[config.mk]
export PLATFORM = sky130hd
export DESIGN_NAME = hex_count_ctrl
export DESIGN_NICKNAME = d
export VERILOG_FILES = /design/src/rtl/hex_count_pkg.sv /design/src/rtl/btn_debounce.sv /design/src/rtl/hex_count_ctrl.sv
export SDC_FILE = /design/constraint.sdc
export NUM_CORES = 1
export LEC_CHECK = 0
export BUFFER_PORTS_ARGS = -buffer_cell sky130_fd_sc_hd__buf_2
export CAP_MARGIN = 40
export CORE_AREA = 2 2 127 98
export CTS_CLUSTER_SIZE = 40
export DETAILED_ROUTE_END_ITERATION = 6
export DIE_AREA = 0 0 129 100
export PLACE_DENSITY = 0.62
export REMOVE_ABC_BUFFERS = 1
export SYNTH_ARGS = -nofsm -noshare
export SYNTH_HDL_FRONTEND = slang
export SYNTH_SLANG_ARGS = --single-unit
[constraint.sdc]
create_clock -name clk_in -period 3.1 [get_ports clk_in]
set_clock_uncertainty 0.15 [all_clocks]
set_input_delay 0.155 -clock clk_in [delete_from_list [all_inputs] [get_ports clk_in]]
set_output_delay 0.155 -clock clk_in [all_outputs]
set_load 0.02 [all_outputs]
[src/rtl/hex_count_pkg.sv]
// Shared types and helpers for the hex display count controller.
package hex_count_pkg;

    // Run/pause state of the counter.
    typedef enum logic [0:0] {
        RUN    = 1'b0,
        PAUSED = 1'b1
    } state_t;

    // Button bit positions within btn_n_in.
    localparam int BTN_RUN = 0;
    localparam int BTN_DIR = 1;
    localparam int BTN_CLR = 2;
    localparam int NUM_BTN = 3;

    // Clock cycles spanning a duration given in milliseconds.
    function automatic int cycles_from_ms(input int clk_hz, input int ms);
        return (clk_hz / 1000) * ms;
    endfunction

    // Clock cycles per period of a rate given in Hz.
    function automatic int cycles_from_hz(input int clk_hz, input int hz);
        return clk_hz / hz;
    endfunction

endpackage

[src/rtl/btn_debounce.sv]
// Single-button conditioner: 2-flop synchroniser, stability counter and a
// one-cycle press pulse on an accepted 1->0 (active-low press) transition.
module btn_debounce #(
    parameter int DB_CYC = 4
) (
    input  logic clk,
    input  logic rst_n,
    input  logic btn_n,
    output logic press
);

    localparam int CNT_W = (DB_CYC > 1) ? $clog2(DB_CYC) : 1;
    localparam logic [CNT_W-1:0] CNT_LAST = CNT_W'(DB_CYC - 1);

    logic             sync1_r;
    logic             sync2_r;
    logic             stable_r;
    logic [CNT_W-1:0] cnt_r;
    logic             press_r;

    logic             stable_nxt_s;
    logic [CNT_W-1:0] cnt_nxt_s;
    logic             press_nxt_s;

    // Bring the asynchronous pin into the clock domain (idle level is released).
    always_ff @(posedge clk or negedge rst_n) begin
        if (!rst_n) begin
            sync1_r <= 1'b1;
            sync2_r <= 1'b1;
        end else begin
            sync1_r <= btn_n;
            sync2_r <= sync1_r;
        end
    end

    // Accept a new level only after DB_CYC consecutive differing samples.
    always_comb begin
        stable_nxt_s = stable_r;
        cnt_nxt_s    = cnt_r;
        press_nxt_s  = 1'b0;
        if (sync2_r == stable_r) begin
            cnt_nxt_s = {CNT_W{1'b0}};
        end else if (cnt_r == CNT_LAST) begin
            stable_nxt_s = sync2_r;
            cnt_nxt_s    = {CNT_W{1'b0}};
            press_nxt_s  = ~sync2_r;
        end else begin
            cnt_nxt_s = cnt_r + CNT_W'(1);
        end
    end

    // Debounce state and registered press pulse.
    always_ff @(posedge clk or negedge rst_n) begin
        if (!rst_n) begin
            stable_r <= 1'b1;
            cnt_r    <= {CNT_W{1'b0}};
            press_r  <= 1'b0;
        end else begin
            stable_r <= stable_nxt_s;
            cnt_r    <= cnt_nxt_s;
            press_r  <= press_nxt_s;
        end
    end

    assign press = press_r;

endmodule

[src/rtl/hex_count_ctrl.sv]
// Control stage for the two-digit hex display counter: debounced buttons,
// run/pause FSM, tick prescaler and the stepped up/down count datapath.
// Optional build macro HEX_COUNT_STEP_EN: while paused, the direction button
// performs a single manual count update instead of toggling direction.
module hex_count_ctrl
    import hex_count_pkg::*;
#(
    parameter int CLK_HZ      = 12000000,
    parameter int TICK_HZ     = 1,
    parameter int DEBOUNCE_MS = 20,
    parameter int WIDTH       = 8
) (
    input  logic             clk_in,
    input  logic             rst_n_in,
    input  logic [2:0]       btn_n_in,
    input  logic [3:0]       sw_in,
    output logic [WIDTH-1:0] count_out,
    output logic             running_out,
    output logic             dir_up_out,
    output logic             tick_out,
    output logic             wrap_out
);

    localparam int DB_CYC   = cycles_from_ms(CLK_HZ, DEBOUNCE_MS);
    localparam int TICK_CYC = cycles_from_hz(CLK_HZ, TICK_HZ);
    localparam int PRE_W    = (TICK_CYC > 1) ? $clog2(TICK_CYC) : 1;
    localparam logic [PRE_W-1:0] PRE_LAST = PRE_W'(TICK_CYC - 1);

    logic [NUM_BTN-1:0] press_s;

    state_t             state_r;
    state_t             state_nxt_s;
    logic               running_r;
    logic               dir_up_r;
    logic [WIDTH-1:0]   count_r;
    logic               tick_r;
    logic               wrap_r;
    logic [PRE_W-1:0]   presc_r;

    logic               tick_s;
    logic               clr_s;
    logic               manual_step_s;
    logic               dir_toggle_s;
    logic               update_s;
    logic [WIDTH-1:0]   step_s;
    logic [WIDTH:0]     sum_s;

    logic [WIDTH-1:0]   count_nxt_s;
    logic               tick_nxt_s;
    logic               wrap_nxt_s;
    logic               dir_nxt_s;
    logic [PRE_W-1:0]   presc_nxt_s;

    for (genvar i = 0; i < NUM_BTN; i++) begin : gen_db
        btn_debounce #(
            .DB_CYC (DB_CYC)
        ) u_db (
            .clk   (clk_in),
            .rst_n (rst_n_in),
            .btn_n (btn_n_in[i]),
            .press (press_s[i])
        );
    end

    assign tick_s = (state_r == RUN) && (presc_r == PRE_LAST);
    assign clr_s  = press_s[BTN_CLR];

`ifdef HEX_COUNT_STEP_EN
    assign manual_step_s = (state_r == PAUSED) && press_s[BTN_DIR];
    assign dir_toggle_s  = (state_r == RUN) && press_s[BTN_DIR];
`else
    assign manual_step_s = 1'b0;
    assign dir_toggle_s  = press_s[BTN_DIR];
`endif

    assign update_s = tick_s || manual_step_s;

    // Step size from the switches; a zero setting still advances by one.
    always_comb begin
        step_s = {WIDTH{1'b0}};
        if (sw_in == 4'd0) begin
            step_s = WIDTH'(1);
        end else begin
            step_s = WIDTH'(sw_in);
        end
    end

    // Extended add/subtract; the top bit is the carry (up) or borrow (down).
    always_comb begin
        sum_s = {(WIDTH+1){1'b0}};
        if (dir_up_r) begin
            sum_s = {1'b0, count_r} + {1'b0, step_s};
        end else begin
            sum_s = {1'b0, count_r} - {1'b0, step_s};
        end
    end

    // Run/pause next state: the run button toggles in either state.
    always_comb begin
        state_nxt_s = state_r;
        case (state_r)
            RUN: begin
                if (press_s[BTN_RUN]) begin
                    state_nxt_s = PAUSED;
                end else begin
                    state_nxt_s = RUN;
                end
            end
            PAUSED: begin
                if (press_s[BTN_RUN]) begin
                    state_nxt_s = RUN;
                end else begin
                    state_nxt_s = PAUSED;
                end
            end
            default: state_nxt_s = RUN;
        endcase
    end

    // Count, direction and prescaler next values; clear overrides any update.
    always_comb begin
        count_nxt_s = count_r;
        tick_nxt_s  = 1'b0;
        wrap_nxt_s  = 1'b0;
        dir_nxt_s   = dir_up_r;
        presc_nxt_s = presc_r;

        if (clr_s) begin
            count_nxt_s = {WIDTH{1'b0}};
            tick_nxt_s  = 1'b1;
            wrap_nxt_s  = 1'b0;
        end else if (update_s) begin
            count_nxt_s = sum_s[WIDTH-1:0];
            tick_nxt_s  = 1'b1;
            wrap_nxt_s  = sum_s[WIDTH];
        end else begin
            count_nxt_s = count_r;
        end

        if (dir_toggle_s) begin
            dir_nxt_s = ~dir_up_r;
        end else begin
            dir_nxt_s = dir_up_r;
        end

        // Resuming from pause starts at zero so a full period precedes the first tick.
        if ((state_r != RUN) || (state_nxt_s != RUN) || clr_s || tick_s) begin
            presc_nxt_s = {PRE_W{1'b0}};
        end else begin
            presc_nxt_s = presc_r + PRE_W'(1);
        end
    end

    // Control and datapath registers.
    always_ff @(posedge clk_in or negedge rst_n_in) begin
        if (!rst_n_in) begin
            state_r   <= RUN;
            running_r <= 1'b1;
            dir_up_r  <= 1'b1;
            count_r   <= {WIDTH{1'b0}};
            tick_r    <= 1'b0;
            wrap_r    <= 1'b0;
            presc_r   <= {PRE_W{1'b0}};
        end else begin
            state_r   <= state_nxt_s;
            running_r <= (state_nxt_s == RUN);
            dir_up_r  <= dir_nxt_s;
            count_r   <= count_nxt_s;
            tick_r    <= tick_nxt_s;
            wrap_r    <= wrap_nxt_s;
            presc_r   <= presc_nxt_s;
        end
    end

    assign count_out   = count_r;
    assign running_out = running_r;
    assign dir_up_out  = dir_up_r;
    assign tick_out    = tick_r;
    assign wrap_out    = wrap_r;

endmodule
---- Word level (Yosys, flattened, before mapping) ----
Index checks and enable logic that the tools add are counted.
cells by class
  bitwise gates (word level) .............. 9
  equality and inequality tests ........... 7
  add/sub/neg operators ................... 6
  muxes and demuxes ....................... 24
  reduce and logical (&&, ||, !) cells .... 9
operators by type and width
  kind                                            count
  two-way mux 18 bit                              6
  adder 18 x 1 -> 18 bit (second input constant)  3
  == test 18 bit (second input constant)          3
  adder 24 x 1 -> 24 bit (second input constant)  1
  == test 24 bit (second input constant)          1
  two-way mux 24 bit                              1
  two-way mux 8 bit                               2
  two-way mux 1 bit                               12
  adder 8 x 4 -> 9 bit                            1
  two-way mux 9 bit                               1
  inverter 1 bit                                  9
  subtractor 8 x 4 -> 9 bit                       1
  AND reduction 2 bit                             3
  zero test 4 bit                                 1
  two-way mux 4 bit                               1
  == test 1 bit                                   3
  logical OR 1 bit                                3
  case mux 1 bit (2 select lines)                 1
  nonzero test 2 bit                              1
  logical AND 1 bit                               1
word-level totals
  register bits after elaboration ......... 103
  input bits .............................. 9
  logic and storage cells ................. 77

---- Longest topological paths before layout ----
Gate-level depths: netlist of the first run.
  depth in word-level cells ............... 6
  gate-level depth with buffers ........... 11
  mapped depth without buffers ............ 11

---- Cells and area by module ----
From an unflattened synthesis of the first run, not the netlist that was laid out.
unflattened totals
  cells, all modules ...................... 518
  area, all modules ....................... 5,315.1 um2
by module, submodules not included
  module          area an instance (um2)  times used  cells an instance
  btn_debounce    1,049.8                 3           99
  hex_count_ctrl  2,165.8                 1           221

---- Worst setup path after synthesis of the first run ----
No wires, ideal clock.
  kind .................................... flip-flop to flip-flop
  start point ............................. reg dir_up_r, in the netlist dir_up_out
  end point ............................... reg wrap_r, in the netlist wrap_out
  stages on the path, launching flop included .. 11
  library setup time ...................... 0.105 ns
  path slack .............................. 0.399 ns
  required time ........................... 2.845 ns
  arrival ................................. 2.446 ns
  path buffers ............................ 1
  cell sequence ........................... dfstp_2 clkbuf_1 nor2_1 nor2_1 a31oi_1 fa_1 a211oi_1 o21ai_0 a211oi_1 nor3_1 nor4b_1
between the ends
  longest elaborated chain between the ends .. 3
RTL lines
  item                      line                   RTL
  start: declaration        hex_count_ctrl.sv:34   logic dir_up_r;
  start signal: assignment  hex_count_ctrl.sv:167  dir_up_r <= dir_nxt_s;
  two-way mux 9 bit         hex_count_ctrl.sv:91   if (dir_up_r) begin
  two-way mux 1 bit         hex_count_ctrl.sv:132  end else if (update_s) begin
  two-way mux 1 bit         hex_count_ctrl.sv:128  if (clr_s) begin
  named net wrap_nxt_s      hex_count_ctrl.sv:50   logic wrap_nxt_s;
  end signal: assignment    hex_count_ctrl.sv:170  wrap_r <= wrap_nxt_s;
  end: declaration          hex_count_ctrl.sv:37   logic wrap_r;
The timed path passes the listed nets, and every way through them passes these cells.
A chain may end at the register's enable or synchronous reset.

---- Worst setup path after layout of the first run ----
Same ends and word-level chain as after synthesis.

==> metrics.txt, run 1 <==
post-synthesis sequential element count=103; family with the most delay on the worst path=compound AO/OA/AOI/OAI gates; Core Rows=35; final wirelength=around 9.2 mm; CP cell instances=nor2_1 -> nor2_1 -> a31oi_1 -> fa_1 -> a211oi_1 -> o21ai_0 -> a211oi_1 -> nor3_1 -> nor4b_1; largest net degree at the start of global routing=63; clock group share of total power=44.7%; number of hold violations in the final report=0; Mapped Cells=502; placed cell count=677; detailed-route via count=3555; Clk Latency, worst-skew pair=0.34 ns; status=finished clean; Final Total Pwr=roughly 2700 µW; CP max stage delay=0.62 ns; Internal=2130 µW; Leak=around 0.0026 µW; initial antenna violation count=0; vias per cell=5.10; Worst VDD drop=0.295 mV; clock transition at the registers of the reported paths=0.06 ns; fmax=roughly 0.37 GHz; CP endpoint kind=flip-flop; endpoints failing setup=0; DRC=0; Worst Setup SP=dir_up_out$_DFFE_PN1P_; number of detailed-route iterations in the first pass=4; port bufs=20; wire per inst=13.1 µm; Core Area=11900 µm²; MaxCap Viol Count=0; Die X=approximately 130 µm; Yosys cell types=47; GPL Wtd Cong=0.809; placed wire-length estimate=6.33 mm; XOR/XNOR Fraction of Synth Area=13.0%; Fin Setup TNS=0 ns; Sw Pwr=568 µW; ANT cells=0; initial core utilization=between 40% and 50%; P&R area growth vs syn=12.5%; CTS Buffer Depth=2; Seq pwr share=51.0%; Least-Margin Pin Slew=0.680 ns; CTS sink cnt=103; Non-Filler Instances=697; RSZ-0062 raised after global routing=false; die area=12900 µm²; min Tclk post-route=2.69 ns; Logic pwr share=4.3%; post-synthesis compound-gate area fraction=3.67%; sequential share of the synthesized area=50.7%; first-pass GRT wire length=16.0 mm; CP Launch Type=flip-flop; Post-synth EDFFs=0; vias in the first global route=3336; Die H=100 µm; Antenna Violating Nets Remaining=0; PD cells=470 nW/µm²; critical path fanouts, max=10; WP depth=9; Adder-Cell Fraction of Synth Area=between 3 and 4%; grt total ovfl=0; CP arrival=about 2.8 ns; Final Cycle Share=approximately 87%; Worst Path Required=between 3 and 4 ns; nets=approximately 550; Slowest-stage cell, CP=dfstp_2; FF-to-FF Start=dir_up_out$_DFFE_PN1P_; FF-to-FF setup slack=0.41 ns; initial DRC count=148; Max-slew headroom=54.4%; post-synthesis mux area share=0.881%; worst path buffer plus inverter count=0; worst r2r dst=wrap_out$_DFF_PN0_; # resized after CTS=0; max-slew violation count=0; Avg Cell Area, Syn=10.2 µm²; switching part of the total=between 20% and 30%; TritonCTS Buffers=9; simple-gate share of the synthesized area=between 20 and 30%; TritonCTS clock tree=done; root buffer cell=clkbuf_16; Post-synth ARST share=100%; Warnings, synthesis=0; worst setup path endpoint=wrap_out$_DFF_PN0_; I/O pin cnt=21; commonest register cell after synthesis=dfrtp_1; R2R cell count=9; layout cells sized above 1=11.9%; main combinational cell family by area after synthesis=simple AND/OR/NAND/NOR gates; total track usage=15.6%; Min-Delay Path Class=in -> async; Mapped Area=5110 µm²; # H-tree levels=3; WS Path Type=reg -> reg
## layout by cell type, fill, tap and decap left out, drive strengths merged, types with 12 or more instances in the layout
| cell | n |
|---|---|
| nor2 | 92 |
| ha | 13 |
| nand3 | 30 |
| dfrtp | 92 |
| xnor2 | 17 |
| buf | 24 |
| xor2 | 59 |
| nor3 | 12 |
| nand4 | 21 |
| nand2 | 34 |
| and4 | 13 |
| and3 | 18 |
## power groups by stage
| stage | logic, µW | clock network, µW | registers (µW) |
|---|---|---|---|
| 2_1_floorplan | 57.4 | 0 | 1400 |
| 3_3_place_gp | 107 | 0 | 1400 |
| 3_5_place_dp | 114 | 0 | 1400 |
| 4_1_cts | 119 | 1240 | 1380 |
| 5_1_grt | 134 | 1310 | 1380 |
| 6_report | 115 | 1210 | 1380 |
## stage by stage
step	hold WS (ns)	util (%)	setup WS [ns]	instance area [µm²]
after global routing	0.154	48.5	0.00419	5750
after detailed placement	-0.0404	45.4	0.478	5390
after global placement	0.110	45.2	0.499	5360
after floorplan	-0.291	-	0.611	5030
final	0.124	48.5	0.414	5750
after CTS	0.131	48.5	0.428	5750
## cells in the mapped netlist (all sizes together), types with 3 or more instances
master	count	area, µm²
dfstp	11	289
nand4b	4	50.1
nor3	12	65.1
nor2b	3	18.8
mux2	4	45.0
o21ai	8	40.0
xor2	59	517
xnor2	17	149
a21oi	8	43.8
nor3b	5	37.5
a211oi	3	22.5
dfrtp	92	2300
and4	13	119
nor2	92	345
buf	9	63.8
nor4	4	31.3
nand2	34	128
and3	18	118
nor4bb	4	40.0
nand3	30	155
clkbuf	6	22.5
inv	10	37.5
ha	13	163
and2	6	37.5
nand4	21	131
## layer usage
metal | wire length (µm) | vias up | global-route usage (%)
met5 | 0 | - | 0
met4 | 57 | 0 | 4.01
met3 | 292 | 4 | 4.32
met2 | 4060 | 47 | 22.7
met1 | 4750 | 1723 | 22.9
li1 | - | 1781 | -
## worst min-delay path by stage
stage	from	end	slack (ns)	cells past startpoint
2_1_floorplan	rst_n_in	count_out[0]$_DFFE_PN0P_	-0.29	0
3_3_place_gp	btn_n_in[0]	gen_db[0].u_db.sync1_r$_DFF_PN1_	0.11	1
3_5_place_dp	rst_n_in	gen_db[0].u_db.cnt_r[16]$_DFF_PN0_	-0.04	1
4_1_cts	rst_n_in	gen_db[0].u_db.cnt_r[16]$_DFF_PN0_	0.13	2
5_1_grt	rst_n_in	presc_r[19]$_DFF_PN0_	0.15	2
6_report	rst_n_in	gen_db[0].u_db.cnt_r[16]$_DFF_PN0_	0.12	2
## logic make-up (layout without fill, tap and decap cells)
logic type,count (synthesis),after routing
AND/OR/NAND/NOR,251,251
AO/OA/AOI/OAI,29,29
adder cells (fa/ha/maj),14,14
XOR/XNOR,76,76
flip-flops,103,103
multiplexers,4,4
buffers and inverters,25,54
## flip-flops by register name, summed over array words and instances, names as in the netlist
| signal | flops |
|---|---|
| gen_db.u_db.sync1_r | 3 |
| presc_r | 24 |
| gen_db.u_db.cnt_r | 54 |
| dir_up_out | 1 |
| running_out | 1 |
| tick_out | 1 |
| gen_db.u_db.press | 3 |
| count_out | 8 |
| gen_db.u_db.stable_r | 3 |
| wrap_out | 1 |
| state_r | 1 |
| gen_db.u_db.sync2_r | 3 |
## timing repair
action / CTS / global route
buffers inserted: 0 / 0
hold endpoints to repair: 80 / 0
hold buffers: 4 / 0
## cell type report
class,count,area [µm²]
Tap cell,166,208
Sequential cell,103,2590
Clock inverter,5,81.3
Inverter,10,37.5
Clock buffer,11,243
Timing Repair Buffer,28,193
Multi-Input combinational cell,374,2400
Fill cell,1079,6120
Note: power is estimated with default switching activity, not from simulation.
==> inputs of run 2 (changes only) <==
--- a/config.mk
+++ b/config.mk
@@ -7,11 +7,11 @@
 export LEC_CHECK = 0
 export BUFFER_PORTS_ARGS = -buffer_cell sky130_fd_sc_hd__buf_2
 export CAP_MARGIN = 40
-export CORE_AREA = 2 2 127 98
+export CORE_AREA = 2 2 110 112
 export CTS_CLUSTER_SIZE = 40
 export DETAILED_ROUTE_END_ITERATION = 6
-export DIE_AREA = 0 0 129 100
-export PLACE_DENSITY = 0.62
+export DIE_AREA = 0 0 112 114
+export PLACE_DENSITY_LB_ADDON = 0.25
 export REMOVE_ABC_BUFFERS = 1
 export SYNTH_ARGS = -nofsm -noshare
 export SYNTH_HDL_FRONTEND = slang
==> run 2 against run 1 <==
Maximum frequency decreased by 1.8%. Combinational power about the same. Critical path depth unchanged. Register-to-register slack got worse by 0.05 ns. Count of clock-buffer cells in the layout increased by 3. Largest power group unchanged. Highest routed layer unchanged.
==> metrics.txt, run 2 (synthesis gave the netlist of run 1 again) <==
final design utilization=48.4%; number of hold violations in the final report=0; max FFs per register=54; Hold Path Origin=gen_db[1].u_db.sync1_r$_DFF_PN1_; clock transition at the registers of the reported paths=0.07 ns; Sw Pwr=about 570 µW; final setup margin=0.365 ns; most frequent cells in the layout=92 x nor2_1, 92 x dfrtp_1, 59 x xor2_1, 34 x nand2_1, 29 x nand3_1; PD cells=453 nW/µm²; CP endpoint kind=flip-flop; TritonCTS Buffers=9; Final Cycle Share=approximately 88%; Internal=1990 µW; ANT cells=0; CP max stage delay=0.65 ns; grt total ovfl=0; number of detailed-route iterations in the first pass=4; status=finished clean; die area=12800 µm²; RSZ-0062 raised after global routing=false; Fin Setup TNS=0 ns; detailed-route via count=3562; largest net degree at the start of global routing=52; final wirelength=9.34 mm; wire per inst=13.8 µm; dpl ws=0.405 ns; initial DRC count=148; M1 GR Usage=21.2%; vias per cell=5.26; max-slew violation count=0; Die X=112 µm; root buffer cell=clkbuf_16; Seq pwr share=53.7%; port bufs=20; layout cells sized above 1=between 10% and 20%; TritonCTS clock tree=done; initial core utilization=43.7%; P&R area growth vs syn=10.9%; placed wire-length estimate=about 6.4 mm; Logic pwr share=4.5%; Clk Latency, worst-skew pair=between 0.3 and 0.4 ns; Least-Margin Pin Slew=0.671 ns; Leak=roughly 0.0026 µW; Antenna Violating Nets Remaining=0; GR peak layer=met2; min Tclk post-route=2.74 ns; Core Rows=40; endpoints failing setup=0; Worst Setup SP=dir_up_out$_DFFE_PN1P_; Slowest-stage cell, CP=dfstp_2; Die H=114 µm; met3 Track Usage GR=4.09%; CP Launch Type=flip-flop; Worst Path Required=roughly 3.2 ns; Min-Delay Path Class=reg -> reg; FF-to-FF Start=dir_up_out$_DFFE_PN1P_; FF-to-FF setup slack=0.36 ns; fmax=roughly 0.37 GHz; CTS Buffer Depth=2; CP cell instances=nor2_1 -> nor2_1 -> a31oi_1 -> fa_1 -> a211oi_1 -> o21ai_0 -> a211oi_1 -> nor3_1 -> nor4b_1; clock group share of total power=between 40% and 50%; GPL Wtd Cong=0.852; Worst VDD drop=0.296 mV; switching part of the total=22.4%; first-pass GRT wire length=16.1 mm; MaxCap Viol Count=0; initial antenna violation count=0; I/O pin cnt=21; M2 GR Usage=24.0%; CTS sink cnt=103; critical path fanouts, max=10; Core Area=11700 µm²; nets=548; WS Path Type=reg -> reg; Post-CTS Setup Inserts=0; vias in the first global route=approximately 3400; DRC=0; # H-tree levels=3; total track usage=15.6%; CP arrival=2.83 ns; most flop-heavy register=gen_db.u_db.cnt_r; Max-slew headroom=55.3%
run 2: cell types whose count changed in the layout (fill, tap and decap cells not counted):
cell       delta
bufinv_16     -2
clkbuf_1      +2
buf_12        +1
buf_16        -1
buf_4         -1
clkbuf_8      +1
clkinv_2      -1
run 2: final cells by class:
cell class,count,area (µm²)
clock inverter,2,16.3
timing repair buffer,27,178
clock buffer,14,264
inverter,10,37.5
multi-input combinational,374,2400
tap,147,184
sequential,103,2590
fill,1080,6040
run 2: metal layers:
layer,vias to the layer above,part of all wire (%)
met5,-,0
met1,1732,49
met4,0,1.9
met3,15,3.3
li1,1763,-
met2,52,46
run 2: critical path, delay by kind of cell (launching register included):
kind / cells / cell delay, ns
adder cells (fa/ha/maj): 1 / 0.48
AND/OR/NAND/NOR: 4 / 0.48
flip-flops: 1 / 0.65
AO/OA/AOI/OAI: 4 / 0.88
run 2: path summary, 6_finish.rpt:
kind                                                        to  depth (start not counted)
min reg2reg                   gen_db[1].u_db.sync2_r$_DFF_PN1_                          0
min in group asynchronous                presc_r[15]$_DFF_PN0_                          2
max                                         wrap_out$_DFF_PN0_                          9
min                           gen_db[1].u_db.sync2_r$_DFF_PN1_                          0
max in group asynchronous  gen_db[2].u_db.stable_r$_DFFE_PN1P_                          3
max reg2reg                                 wrap_out$_DFF_PN0_                          9
run 2: metrics by stage:
stage | hold slack [ns] | instances | instance area (µm²) | power (µW)
after floorplan | -0.291 | 487 | 5030 | 1460
after global placement | 0.0928 | 657 | 5350 | 1510
after detailed placement | 0.0948 | 657 | 5350 | 1520
after CTS | 0.208 | 677 | 5670 | 2610
after global routing | 0.213 | 677 | 5670 | 2680
final | 0.206 | 677 | 5670 | 2570
run 2: what timing repair did:
item / CTS / global route
hold buffers: 4 / 0
hold endpoints to repair: 50 / 0
gates resized for setup: 0 / 0
run 2: power groups by stage:
| stage | clock (µW) | sequential [µW] | combinational [µW] |
|---|---|---|---|
| after floorplan | 0 | 1400 | 57.4 |
| after global placement | 0 | 1400 | 110 |
| after detailed placement | 0 | 1400 | 113 |
| after CTS | 1110 | 1380 | 118 |
| after global routing | 1160 | 1380 | 133 |
| final | 1080 | 1380 | 115 |
==> inputs of run 3 (changes only) <==
--- a/config.mk
+++ b/config.mk
@@ -7,10 +7,10 @@
 export LEC_CHECK = 0
 export BUFFER_PORTS_ARGS = -buffer_cell sky130_fd_sc_hd__buf_2
 export CAP_MARGIN = 40
-export CORE_AREA = 2 2 110 112
+export CORE_AREA = 2 2 134 136
 export CTS_CLUSTER_SIZE = 40
 export DETAILED_ROUTE_END_ITERATION = 6
-export DIE_AREA = 0 0 112 114
+export DIE_AREA = 0 0 136 138
 export PLACE_DENSITY_LB_ADDON = 0.25
 export REMOVE_ABC_BUFFERS = 1
 export SYNTH_ARGS = -nofsm -noshare
==> constraint.sdc (replaced) <==
create_clock -name clk_in -period 2.9 [get_ports clk_in]
set_clock_uncertainty 0.15 [all_clocks]
set_input_delay 0.145 -clock clk_in [delete_from_list [all_inputs] [get_ports clk_in]]
set_output_delay 0.145 -clock clk_in [all_outputs]
set_load 0.02 [all_outputs]
==> run 3 against run 2 <==
Global-route usage is 4.7 points lower. Hold slack worse by 0.0026 ns. Via count is 0.42% lower. Maximum frequency is 4.7% higher. Final cell count is 12% higher. Count of clock-buffer cells in the layout is 3 lower. Die area is 47% higher. Sequential power is 7% higher. Total power is 15% higher. Critical path depth stayed put. Wire length is 4.5% higher. Sequential share of layout area is 1.3 points lower. Largest cell class unchanged.
==> metrics.txt, run 3 (synthesis gave the netlist of run 1 again) <==
placed wire-length estimate=6.61 mm; status=finished clean; Core Area=17500 µm²; layout cells sized above 1=12.3%; MaxCap Viol Count=0; CTS Buffer Depth=2; most flop-heavy register=gen_db.u_db.cnt_r; final setup margin=~0.29 ns; Min-Delay Path Class=in -> async; TritonCTS Buffers=9; Least-Margin Pin Slew=around 0.65 ns; fmax=0.383 GHz; CP arrival=2.71 ns; critical path fanouts, max=10; Die H=138 µm; FF-to-FF setup slack=0.29 ns; Fillers=~1800; TritonCTS clock tree=done; largest net degree at the start of global routing=49; wire per inst=12.9 µm; clock transition at the registers of the reported paths=approximately 0.070 ns; Die X=136 µm; total track usage=10.9%; min Tclk post-route=roughly 2.6 ns; vias in the first global route=3479; PD cells=504 nW/µm²; Hold Slack=0.204 ns; root buffer cell=clkbuf_16; most frequent cells in the layout=92 x nor2_1, 92 x dfrtp_1, 59 x xor2_1, 34 x nand2_1, 29 x nand3_1; Final Cycle Share=90.1%; final wirelength=approximately 9.8 mm; max-slew violation count=0; WS Path Type=reg -> reg; DR WL met3=around 340 µm; Worst Path Required=2.99 ns; max FFs per register=54; Fin Setup TNS=0 ns; ANT cells=0; initial DRC count=148; I/O pin cnt=21; port bufs=20; P&R area growth vs syn=14.1%; nets=548; grt total ovfl=0; first-pass GRT wire length=between 15 and 20 mm; CP endpoint kind=flip-flop; Core Rows=49; DR top layer=met4; Max-slew headroom=56.3%; Worst VDD drop=between 0.2 and 0.3 mV; Antenna Violating Nets Remaining=0; dpl ws=0.236 ns; met2 routed WL=4.47 mm; GPL Wtd Cong=0.802; initial core utilization=approximately 30%; DRC=0; # H-tree levels=3; endpoints failing setup=0; vias per cell=4.67; Clk Latency, worst-skew pair=about 0.35 ns; initial antenna violation count=0; die area=18800 µm²; number of hold violations in the final report=0; CTS sink cnt=around 100; CP Launch Type=flip-flop; Leak=0.00262 µW; detailed-route via count=around 3500; number of detailed-route iterations in the first pass=4; Post-Route M1 WL=4.80 mm
## run 3: timing repair
| item | 4_1_cts | 5_1_grt |
|---|---|---|
| buffers inserted | 0 | 0 |
| gates resized for setup | 0 | 2 |
| hold buffers | 4 | 0 |
| setup endpoints to repair | 0 | 1 |
| hold endpoints to repair | 47 | 0 |
## run 3: metrics by stage
step                instance area, µm²  power (µW)  instances  utilization, %
floorplan                         5030        1560        487               -
finish                            5830        2940        759            33.3
global placement                  5450        1620        739            31.1
global route                      5830        3070        759            33.3
detailed placement                5450        1620        739            31.1
CTS                               5820        2990        759            33.2
## run 3: final timing paths
kind                                                  start                                  to  depth (start not counted)
setup / recovery                     dir_up_out$_DFFE_PN1P_                  wrap_out$_DFF_PN0_                          9
hold / removal                                     rst_n_in  gen_db[2].u_db.cnt_r[15]$_DFF_PN0_                          2
setup reg to reg                     dir_up_out$_DFFE_PN1P_                  wrap_out$_DFF_PN0_                          9
hold reg to reg            gen_db[0].u_db.sync1_r$_DFF_PN1_    gen_db[0].u_db.sync2_r$_DFF_PN1_                          0
max in group asynchronous                          rst_n_in    gen_db[0].u_db.sync1_r$_DFF_PN1_                          3
min in group clk_in        gen_db[0].u_db.sync1_r$_DFF_PN1_    gen_db[0].u_db.sync2_r$_DFF_PN1_                          0
## run 3: worst max-delay path, stage by stage, from the launching register on
cell and delay, ns:
dfstp_2 0.62, nor2_1 0.08, nor2_1 0.09, a31oi_1 0.07, fa_1 0.48, a211oi_2 0.23, o21ai_0 0.20, a211oi_2 0.26
nor3_1 0.09, nor4b_1 0.24
## run 3: area by class of cell
| cell class | instances | area (µm²) | area share, % |
|---|---|---|---|
| clock inverters | 5 | 78.8 | 1.35 |
| multi-input cells | 374 | 2410 | 41.3 |
| repair buffers | 27 | 178 | 3.05 |
| flip-flops and latches | 103 | 2590 | 44.4 |
| well taps | 229 | 287 | 4.91 |
| inverters | 10 | 37.5 | 0.644 |
| clock buffers | 11 | 253 | 4.33 |
## run 3: power breakdown
group          switching, µW  leakage [µW]  internal [µW]
registers               17.8       0.00135           1460
logic                   80.2       0.00110           44.4
clock network            540      0.000166            804
## run 3: metal layers
layer,vias to the layer above,global-route usage (%)
li1,1767,-
met1,1723,14.7
met2,47,16.8
met3,10,2.93
met4,0,3.78
met5,-,0
